**config.mk**
```make
export PLATFORM = sky130hd
export DESIGN_NAME = ch_desc_arbiter
export DESIGN_NICKNAME = d
export VERILOG_FILES = /design/src/rtl/ch_arb_pkg.sv /design/src/rtl/rr_prio_select.sv /design/src/rtl/ch_desc_arbiter.sv
export SDC_FILE = /design/constraint.sdc
export NUM_CORES = 2
export LEC_CHECK = 0
export BUFFER_PORTS_ARGS = -buffer_cell sky130_fd_sc_hd__buf_2
export CAP_MARGIN = 30
export CORE_MARGIN = 4
export CORE_UTILIZATION = 25
export DETAILED_ROUTE_END_ITERATION = 10
export PLACE_DENSITY = 0.5
export SLEW_MARGIN = 20
export SYNTH_ARGS = -nofsm -noshare
export SYNTH_HDL_FRONTEND = slang
export SYNTH_SLANG_ARGS = --single-unit
```
**constraint.sdc**
```tcl
create_clock -name AXI_aclk -period 55.7 [get_ports AXI_aclk]
set_input_delay 0 -clock AXI_aclk [delete_from_list [all_inputs] [get_ports AXI_aclk]]
set_output_delay 0 -clock AXI_aclk [all_outputs]
set_load 0.005 [all_outputs]
```
**src/rtl/ch_arb_pkg.sv**
```systemverilog
// Shared types and constants for the channel-descriptor arbiter.
// Holds the FSM state encoding, the table entry layout and the burst length helper.
package ch_arb_pkg;

   localparam int unsigned PRIO_W      = 4;
   localparam int unsigned SIZE_W      = 32;
   localparam int unsigned BURST_BEATS = 16;
   localparam int unsigned BEATS_W     = 5;

   typedef enum logic [2:0] {
      IDLE,
      SELECT,
      GRANT,
      WAIT_BURST,
      RETIRE
   } arb_state_e;

   typedef struct packed {
      logic              valid;
      logic [PRIO_W-1:0] prio;
      logic [SIZE_W-1:0] remaining;
   } ch_entry_t;

   function automatic logic [BEATS_W-1:0] burst_len(input logic [SIZE_W-1:0] rem);
      burst_len = (rem > SIZE_W'(BURST_BEATS)) ? BEATS_W'(BURST_BEATS) : rem[BEATS_W-1:0];
   endfunction

endpackage

```
**src/rtl/rr_prio_select.sv**
```systemverilog
// Combinational picker: highest priority among valid channels, ties broken by
// the first valid index found when scanning upward from rr_ptr_i with wrap.
module rr_prio_select
   import ch_arb_pkg::*;
#(
   parameter int unsigned NUM_CHANNELS = 32,
   parameter int unsigned ID_W         = 6
) (
   input  logic [NUM_CHANNELS-1:0]             valid_i,
   input  logic [NUM_CHANNELS-1:0][PRIO_W-1:0] prio_i,
   input  logic [ID_W-1:0]                     rr_ptr_i,
   output logic                                any_valid_o,
   output logic [ID_W-1:0]                     sel_o
);

   localparam int unsigned IDX_W = (NUM_CHANNELS > 1) ? $clog2(NUM_CHANNELS) : 1;

   logic [PRIO_W-1:0] best;
   logic [IDX_W-1:0]  ix;

   // Strict '>' keeps the earliest candidate in scan order on a priority tie.
   always_comb begin
      any_valid_o = 1'b0;
      sel_o       = '0;
      best        = '0;
      ix          = '0;
      for (int unsigned k = 0; k < NUM_CHANNELS; k++) begin
         ix = IDX_W'((32'(rr_ptr_i) + k) % NUM_CHANNELS);
         if (valid_i[ix] && (!any_valid_o || (prio_i[ix] > best))) begin
            any_valid_o = 1'b1;
            best        = prio_i[ix];
            sel_o       = ID_W'(ix);
         end
      end
   end

endmodule

```
**src/rtl/ch_desc_arbiter.sv**
```systemverilog
// Channel descriptor table plus burst arbiter: captures descriptors, grants
// up to BURST_BEATS beats at a time and retires channels as they drain.
module ch_desc_arbiter
   import ch_arb_pkg::*;
#(
   parameter int unsigned NUM_CHANNELS = 32,
   parameter int unsigned ID_W         = 6
) (
   input  logic               AXI_aclk,
   input  logic               AXI_areset,
   input  logic               arbSample,
   input  logic [ID_W-1:0]    arbCurrentChannelSample,
   input  logic [PRIO_W-1:0]  arbChannelPriority,
   input  logic [SIZE_W-1:0]  arbChannelTransferSize,
   input  logic               arbitrate,
   output logic               grant_valid,
   output logic [ID_W-1:0]    grant_ch,
   output logic [BEATS_W-1:0] grant_beats,
   input  logic               grant_ready,
   input  logic               burst_done,
   output logic               ch_done,
   output logic [ID_W-1:0]    ch_id,
   output logic               arbWriteTransactionsDone,
   output logic               sample_conflict
);

   localparam int unsigned IDX_W = (NUM_CHANNELS > 1) ? $clog2(NUM_CHANNELS) : 1;

   arb_state_e      state_q, state_d;
   logic            run_q, run_d;
   logic [ID_W-1:0] sel_q, sel_d;
   logic [ID_W-1:0] rr_q, rr_d;
   logic            conflict_q, conflict_d;
   ch_entry_t       tbl_q [NUM_CHANNELS];

   logic [NUM_CHANNELS-1:0]             valid_vec;
   logic [NUM_CHANNELS-1:0][PRIO_W-1:0] prio_vec;
   logic                                any_valid;
   logic [ID_W-1:0]                     pick;
   logic [IDX_W-1:0]                    pick_idx, sel_idx, smp_idx;
   logic                                busy, smp_oob, smp_accept;
   logic [BEATS_W-1:0]                  beats;
   logic [SIZE_W-1:0]                   rem_new;
   logic                                rem_wr, retire;

   always_comb begin
      valid_vec = '0;
      prio_vec  = '0;
      for (int unsigned i = 0; i < NUM_CHANNELS; i++) begin
         valid_vec[i] = tbl_q[i].valid;
         prio_vec[i]  = tbl_q[i].prio;
      end
   end

   rr_prio_select #(
      .NUM_CHANNELS (NUM_CHANNELS),
      .ID_W         (ID_W)
   ) u_select (
      .valid_i     (valid_vec),
      .prio_i      (prio_vec),
      .rr_ptr_i    (rr_q),
      .any_valid_o (any_valid),
      .sel_o       (pick)
   );

   assign pick_idx = pick[IDX_W-1:0];
   assign sel_idx  = sel_q[IDX_W-1:0];
   assign smp_idx  = arbCurrentChannelSample[IDX_W-1:0];
   assign beats    = burst_len(tbl_q[sel_idx].remaining);
   assign rem_new  = tbl_q[sel_idx].remaining - SIZE_W'(beats);

   // The selected entry is frozen from GRANT through RETIRE, so samples to it are dropped.
   assign busy       = (state_q == GRANT) || (state_q == WAIT_BURST) || (state_q == RETIRE);
   assign smp_oob    = {1'b0, arbCurrentChannelSample} >= (ID_W+1)'(NUM_CHANNELS);
   assign conflict_d = arbSample && (smp_oob || (busy && (arbCurrentChannelSample == sel_q)));
   assign smp_accept = arbSample && !conflict_d;

   always_comb begin
      state_d = state_q;
      run_d   = run_q;
      sel_d   = sel_q;
      rr_d    = rr_q;
      rem_wr  = 1'b0;
      retire  = 1'b0;
      if (arbitrate && !run_q) run_d = 1'b1;
      case (state_q)
         IDLE: begin
            if (run_q || arbitrate) state_d = SELECT;
         end
         SELECT: begin
            if (!any_valid) begin
               run_d   = 1'b0;
               state_d = IDLE;
            end else begin
               sel_d   = pick;
               state_d = (tbl_q[pick_idx].remaining == '0) ? RETIRE : GRANT;
            end
         end
         GRANT: begin
            if (grant_ready) state_d = WAIT_BURST;
         end
         WAIT_BURST: begin
            if (burst_done) begin
               rem_wr  = 1'b1;
               rr_d    = (sel_q >= ID_W'(NUM_CHANNELS - 1)) ? '0 : sel_q + ID_W'(1);
               state_d = (rem_new == '0) ? RETIRE : SELECT;
            end
         end
         RETIRE: begin
            retire  = 1'b1;
            state_d = SELECT;
         end
         default: state_d = IDLE;
      endcase
   end

   always_ff @(posedge AXI_aclk) begin
      if (AXI_areset) begin
         state_q    <= IDLE;
         run_q      <= 1'b0;
         sel_q      <= '0;
         rr_q       <= '0;
         conflict_q <= 1'b0;
         for (int unsigned i = 0; i < NUM_CHANNELS; i++) tbl_q[i] <= '0;
      end else begin
         state_q    <= state_d;
         run_q      <= run_d;
         sel_q      <= sel_d;
         rr_q       <= rr_d;
         conflict_q <= conflict_d;
         if (rem_wr) tbl_q[sel_idx].remaining <= rem_new;
         if (retire) tbl_q[sel_idx].valid <= 1'b0;
         if (smp_accept) begin
            tbl_q[smp_idx] <= '{valid:     1'b1,
                                prio:      arbChannelPriority,
                                remaining: arbChannelTransferSize};
         end
      end
   end

   assign grant_valid              = (state_q == GRANT);
   assign grant_ch                 = grant_valid ? sel_q : '0;
   assign grant_beats              = grant_valid ? beats : '0;
   assign ch_done                  = (state_q == RETIRE);
   assign ch_id                    = ch_done ? sel_q : '0;
   assign arbWriteTransactionsDone = (state_q == SELECT) && !any_valid;
   assign sample_conflict          = conflict_q;

endmodule

```
# ---- Word-level counts from Yosys, hierarchy flattened
# Memory sizes are Yosys's and may differ from the RTL's. A register that Yosys moved wholly into a read port is not among the register bits.
# Cells that the tools add are included.
# Widths: inputs -> output; s select.
dict set report totals {
  ram_bits 1184
  latch_bits 0
  word_cells 486
  memories 1
  input_bits 48
  register_bits 15
  mem_bits_ro 0
  out_inout_bits 21
}
dict set report op_classes {
  muxes 260
  eq_ne 8
  n_addsub 33
  order_cmp 66
  multipliers 0
  reduce_logical 113
  div 0
  n_shift 0
  bitwise 0
}
# name words width read_ports rd_clocked_by_memory_dff wr line_no
set mem_list {}
lappend mem_list {tbl_q 32 37 34 1 32 ch_desc_arbiter.sv:34} ;# ch_entry_t tbl_q [NUM_CHANNELS];
# operator count
set ops {}
lappend ops {{$bmux 4 s5} 32}
lappend ops {{$mux 4} 63}
lappend ops {{$mux 5} 41}
lappend ops {{$lt 5x6->1 const B} 32}
lappend ops {{$bmux 1 s5} 32}
lappend ops {{$gt 4x4->1} 31}
lappend ops {{$mux 1} 82}
lappend ops {{$add 5x5->5 const B} 16}
lappend ops {{$mux 37} 2}
lappend ops {{$reduce_or 37->1} 2}
lappend ops {{$logic_not 32->1} 2}
lappend ops {{$add 5x4->5 const B} 8}
lappend ops {{$logic_and 1x1->1} 36}
lappend ops {{$logic_or 1x1->1} 35}
lappend ops {{$logic_not 1->1} 34}
lappend ops {{$gt 32x5->1 const B} 1}
lappend ops {{$sub 32x5->32} 1}
lappend ops {{$mux 3} 7}
lappend ops {{$add 5x3->5 const B} 4}
lappend ops {{$pmux 3 s5} 1}
lappend ops {{$add 5x1->5 const B} 2}
lappend ops {{$add 5x2->5 const B} 2}
lappend ops {{$eq 3x2->1 const B} 2}
lappend ops {{$eq 6x5->1} 1}
lappend ops {{9 further kinds} 11}

# ---- Depth between registers and ports, before layout
# An unclocked memory read counts as a cell.
dict set report logic_depth {
  ltp_word 133
  ltp_mapped 366
  depth_no_buf 328
}

# ---- Modules after synthesis
# From an unflattened synthesis, not the netlist that was laid out.
dict set report hier_totals {
  cells_unflattened 7063
  area_unflattened_um2 81275.4
}
# mod n_inst cells_each seq_area_each_um2 area_each_um2
set modules_own_cells {}
lappend modules_own_cells {ch_desc_arbiter 1 4845 35674.2 62595.0}
lappend modules_own_cells {rr_prio_select 1 2218 0.0 18680.4}

# ---- Least setup slack after synthesis
# OpenSTA, ideal clock, no wires.
dict set report synth_path {
  path_kind {reg-to-reg}
  start {register rr_q[1]}
  end {register state_q[2]}
  stages_incl_launch_ff 350
  setup_time_ns 0.083
  n_path_buf 37
  period_less_slack_ns 59.367
  t_required_ns 55.617
  t_arrival_ns 59.284
  path_slack_ns -3.667
  cell_sequence {dfxtp_1 > buf_6 > buf_4 > buf_2 > buf_1 > clkbuf_1 > buf_1 > clkbuf_1 > buf_1 > clkinv_1 > ha_1 > buf_2 > buf_2 > buf_2 > buf_2 > clkbuf_1 > buf_1 > mux4_2 > [... 314 more ...] > ha_1 > nor2b_1 > o21ai_0 > nand2b_1 > a21oi_1 > a41o_1 > or2_2 > o31a_1 > clkbuf_1 > o211ai_1 > or3_1 > nand2b_1 > a311o_1 > o211ai_2 > o211ai_1 > a32o_1 > or4_1 > o221ai_1}
}
dict set report synth_between {
  elab_chain_len 132
  word_cells_on_any_way 383
  cone_classes {add/sub: 31; order compare: 31; mux: 226; reduce/logical: 94; memory: 1}
}
# element line_no
set synth_rtl {}
lappend synth_rtl {{start, declared} ch_desc_arbiter.sv:32} ;# logic [ID_W-1:0] rr_q, rr_d;
lappend synth_rtl {{start signal, assigned} ch_desc_arbiter.sv:129} ;# rr_q <= rr_d;
lappend synth_rtl {{$add 5x1->5, or another cell as far along} rr_prio_select.sv:28} ;# ix = IDX_W'((32'(rr_ptr_i) + k) % NUM_CHANNELS);
lappend synth_rtl {{$bmux 4 s5, or another cell as far along} {rr_prio_select.sv:29, rr_prio_select.sv:31}}
lappend synth_rtl {{$mux 4 (implied by the code), or another cell as far along} {rr_prio_select.sv:29, rr_prio_select.sv:31}}
lappend synth_rtl {{$gt 4x4->1 / $logic_not 1->1 (equally long branches)} rr_prio_select.sv:29} ;# if (valid_i[ix] && (!any_valid_o || (prio_i[ix] > best))) begin
lappend synth_rtl {{$logic_or 1x1->1} rr_prio_select.sv:29}
lappend synth_rtl {{$logic_and 1x1->1} rr_prio_select.sv:29}
lappend synth_rtl {{$mux 4 / $mux 1 (equally long branches)} rr_prio_select.sv:29}
lappend synth_rtl {{$gt 4x4->1 / $logic_not 1->1 (equally long branches)} rr_prio_select.sv:29}
lappend synth_rtl {{[... 116 more ...]} -}
lappend synth_rtl {{$logic_or 1x1->1} rr_prio_select.sv:29}
lappend synth_rtl {{$logic_and 1x1->1} rr_prio_select.sv:29}
lappend synth_rtl {{$mux 5} rr_prio_select.sv:29}
lappend synth_rtl {{$mem_v2 32x37} -}
lappend synth_rtl {{$logic_not 32->1} ch_desc_arbiter.sv:96} ;# state_d = (tbl_q[pick_idx].remaining == '0) ? RETIRE : GRANT;
lappend synth_rtl {{$mux 3} ch_desc_arbiter.sv:96}
lappend synth_rtl {{$mux 3 *} ch_desc_arbiter.sv:91} ;# if (!any_valid) begin
lappend synth_rtl {{$pmux 3 s5 *} ch_desc_arbiter.sv:86} ;# case (state_q)
lappend synth_rtl {{end signal, assigned} ch_desc_arbiter.sv:126} ;# state_q <= state_d;
lappend synth_rtl {{end, declared} ch_desc_arbiter.sv:29} ;# arb_state_e state_q, state_d;
# Mark *: on every way between the ends. The rest lies on a longest branch, timed or not. The select of a mux whose other input is x is not followed.
# A chain may end at the register's enable or synchronous reset.

# ---- Final worst setup path
# Same ends and word-level chain as after synthesis.

==> impl_results.md <==
* Final hold vios at 0
* Worst skew pair latency at about 0.79 ns
* Core area at 318,000 sq um
* Period utilization at a little over nine tenths
* Max-slew headroom at roughly 18%
* Vias in the first global route at 60,717
* Top cell type's share of synthesized area at a little over two fifths
* Sequential area share after synthesis at roughly 45%
* Pleak at 31.4 nW
* Initial Utilization at about a quarter
* Synth Area per Inst at 12.6 sq um
* Rows at ~210
* Post-layout power at between 2 and 2.5 mW
* Synthesized instance count at 6,357
* Placed cells at roughly 10,000
* F_max at about 0.019 GHz
* P per Cell Area at 24.5 nW/um^2
* WS Path Type: reg -> reg
* GRT Total Usage at around 20%
* Count leader, synth: edfxtp_1
* Max cap viols at 0
* Crit path buf inv count at 20
* CP endpoint kind: flip-flop
* Ports at 69
* Synth area leaders: edfxtp_1 43%, mux4_2 17%, a22o_1 11%
* Slew at the pin with the worst max-slew slack at 1.19 ns
* Commonest register cell after synthesis: edfxtp_1
* Flop-to-flop setup slack at around 3.2 ns
* CP top delay family: compound AO/OA/AOI/OAI gates
* Fin Clk Skew at 0.0361 ns
* Root buffer cell: clkbuf_16
* Clock Path Buffers at 3
* CTS tree: done
* Post-synth ARST share at 0%
* Slowest stage delay, CP at 0.54 ns
* Finished Layout Cells at approximately 11,000
* Number of synthesized register bits at around 1,200
* Port bufs at between 60 and 70
* Synth area leader: edfxtp_1
* Antenna Nets Post-Route at 0
* RePlAce Congestion at ~1.0
* Worst VDD drop at between 0.00002 and 0.000025 V
* Worst path slowest cell: mux4_2
* Drt pass-1 iters at 7
* Reg area at 35,700 sq um
* Critical Path Start Type: flip-flop
* Sink Count at about 1,200
* Setup violators final at 0
* Synthesized area at about 80,000 sq um
* Netlist cell types at 103
* CP required at approximately 56 ns
* # DRC at 0
* Die Y at between 500 and 600 microns
* Maximum fanout along the worst path at 11
* Area grow syn2layout at 16.1%
* Total CTS buffers at 139
* Routed via count at around 64,000
* DR WL/cell at around 33 microns
* Dpl hpwl at around 260,000 microns
* Most frequent CP cell: ha_1
* Fin crit period at around 53 ns
* Die ar. at about 330,000 sq um
* Clock transition at the registers of the reported paths at around 0.06 ns
* Via/cell ratio at around 6
* Post-synth EDFFs at 1,152
* Pins Over Slew Limit at 0
* Synth top cells by count: 1,152 x edfxtp_1, 1,009 x a22o_1, 593 x mux4_2
* H-tree depth at 4
* Layout cell share with drive strength beyond 1 at roughly a quarter
* Global route total overflow at 0
* Initial antenna violation count at 21
* Die width at 573 microns
* Synth Warn # at 0
* Largest net degree at the start of global routing at about 130
* DR iter-0 viols at 8,378
* DRT Wirelength at roughly 350,000 microns
* Fill count at 31,811
* Status: finished clean
* Area of the multi-input gates at approximately 43,000 sq um
* Nets at approximately 6,500
* First-pass GRT wire length at 489,000 microns
* Data arrival, critical path at 53.22 ns
* Worst min-delay path category: in -> reg
[worst reg2reg max path, delay by kind of cell (launching register included)]
family / cells / cell delay (ns)
buffers and inverters: 20 / 3.13
flip-flops: 1 / 0.39
AND/OR/NAND/NOR: 106 / 13.32
adder cells (fa/ha/maj): 32 / 8.95
AO/OA/AOI/OAI: 159 / 24.38
multiplexers: 6 / 2.25
[cells by family (layout without fill, tap and decap cells)]
group / Yosys count / count (layout) / share of synthesized area, %
DFF: 1204 / 1204 / 44.7
adders and majority gates: 142 / 142 / 2.23
muxes: 984 / 984 / 21.9
xor gates and xnor gates: 66 / 66 / 0.743
and+or+nand+nor: 1422 / 1422 / 9.30
AOI/OAI and AO/OA: 1741 / 1741 / 17.4
other: 2 / 14 / 0.00941
buffers and inverters: 796 / 861 / 3.86
[final timing paths]
| kind | start | end | depth (start not counted) |
|---|---|---|---|
| setup / recovery | rr_q[1] | state_q[2] | 323 |
| hold / removal | arbChannelTransferSize[30] | tbl_q[20][30] | 2 |
| setup reg to reg | rr_q[1] | state_q[2] | 323 |
| hold reg to reg | tbl_q[4][36] | tbl_q[4][36] | 2 |
[metrics by stage]
step           hold WS (ns)  TNS, ns  utilization, %  setup slack [ns]  cell area, sq um
6_report             0.0605        0            29.2              3.17             92700
5_1_grt              0.0626   -0.423            29.2            -0.239             92700
4_1_cts             0.00436        0            28.8            0.0178             91500
3_5_place_dp          0.292   -0.610            27.4            -0.333             87000
3_3_place_gp          0.292        0            27.3             0.465             86600
2_1_floorplan         0.167        0               -           0.00439             79900
[metal layers]
layer,vias up,routed length [microns],global-route usage [%]
met5,-,45,0
met4,8,20500,9.97
met3,780,32800,3.67
met2,3951,163000,32.9
met1,32930,135000,26.4
li1,26078,-,-
[area by class of cell]
type / count / area share, %
Tap cell: 4180 / 5.64
Clock buffer: 177 / 3.93
Inverter: 85 / 0.346
Clock inverter: 61 / 0.468
Sequential cell: 1204 / 38.5
Antenna cell: 11 / 0.0297
Timing Repair Buffer: 538 / 4.83
Multi-Input combinational cell: 4358 / 46.3
[timing repair]
item / in CTS / in global routing
pin swaps: 0 / 28
cloned: 0 / 3
buffers inserted: 0 / 59
resized for setup: 7 / 122
hold buffers: 33 / 3
endpoints found under the hold margin: 239 / 38
endpoints found under the setup margin: 2 / 12
[flip-flops by register name (all words and copies together), names as in the netlist, named ones only]
name,count
rr_q,5
sample_conflict,1
state_q,3
tbl_q,1184
sel_q,5
run_q,1
[cells in the final DEF, fill, tap and decap left out, types with 143 or more instances in the layout]
cell type  synthesis  routed
a22o_1          1009    1009
and2_1           151     150
buf_4              5     383
clkbuf_16          0     143
edfxtp_1        1152    1152
mux2i_1          249     246
mux4_2           593     593
nand2_1          330     328
nor2_1           221     181
nor4_1           263     262
o21ai_0          208     179
[power by group]
part	internal, mW	switching, mW
combinational	0.120	0.244
sequential	1.02	0.0252
clock	0.479	0.378
total	1.62	0.647
No activity file was read; power rests on OpenSTA's default activity.
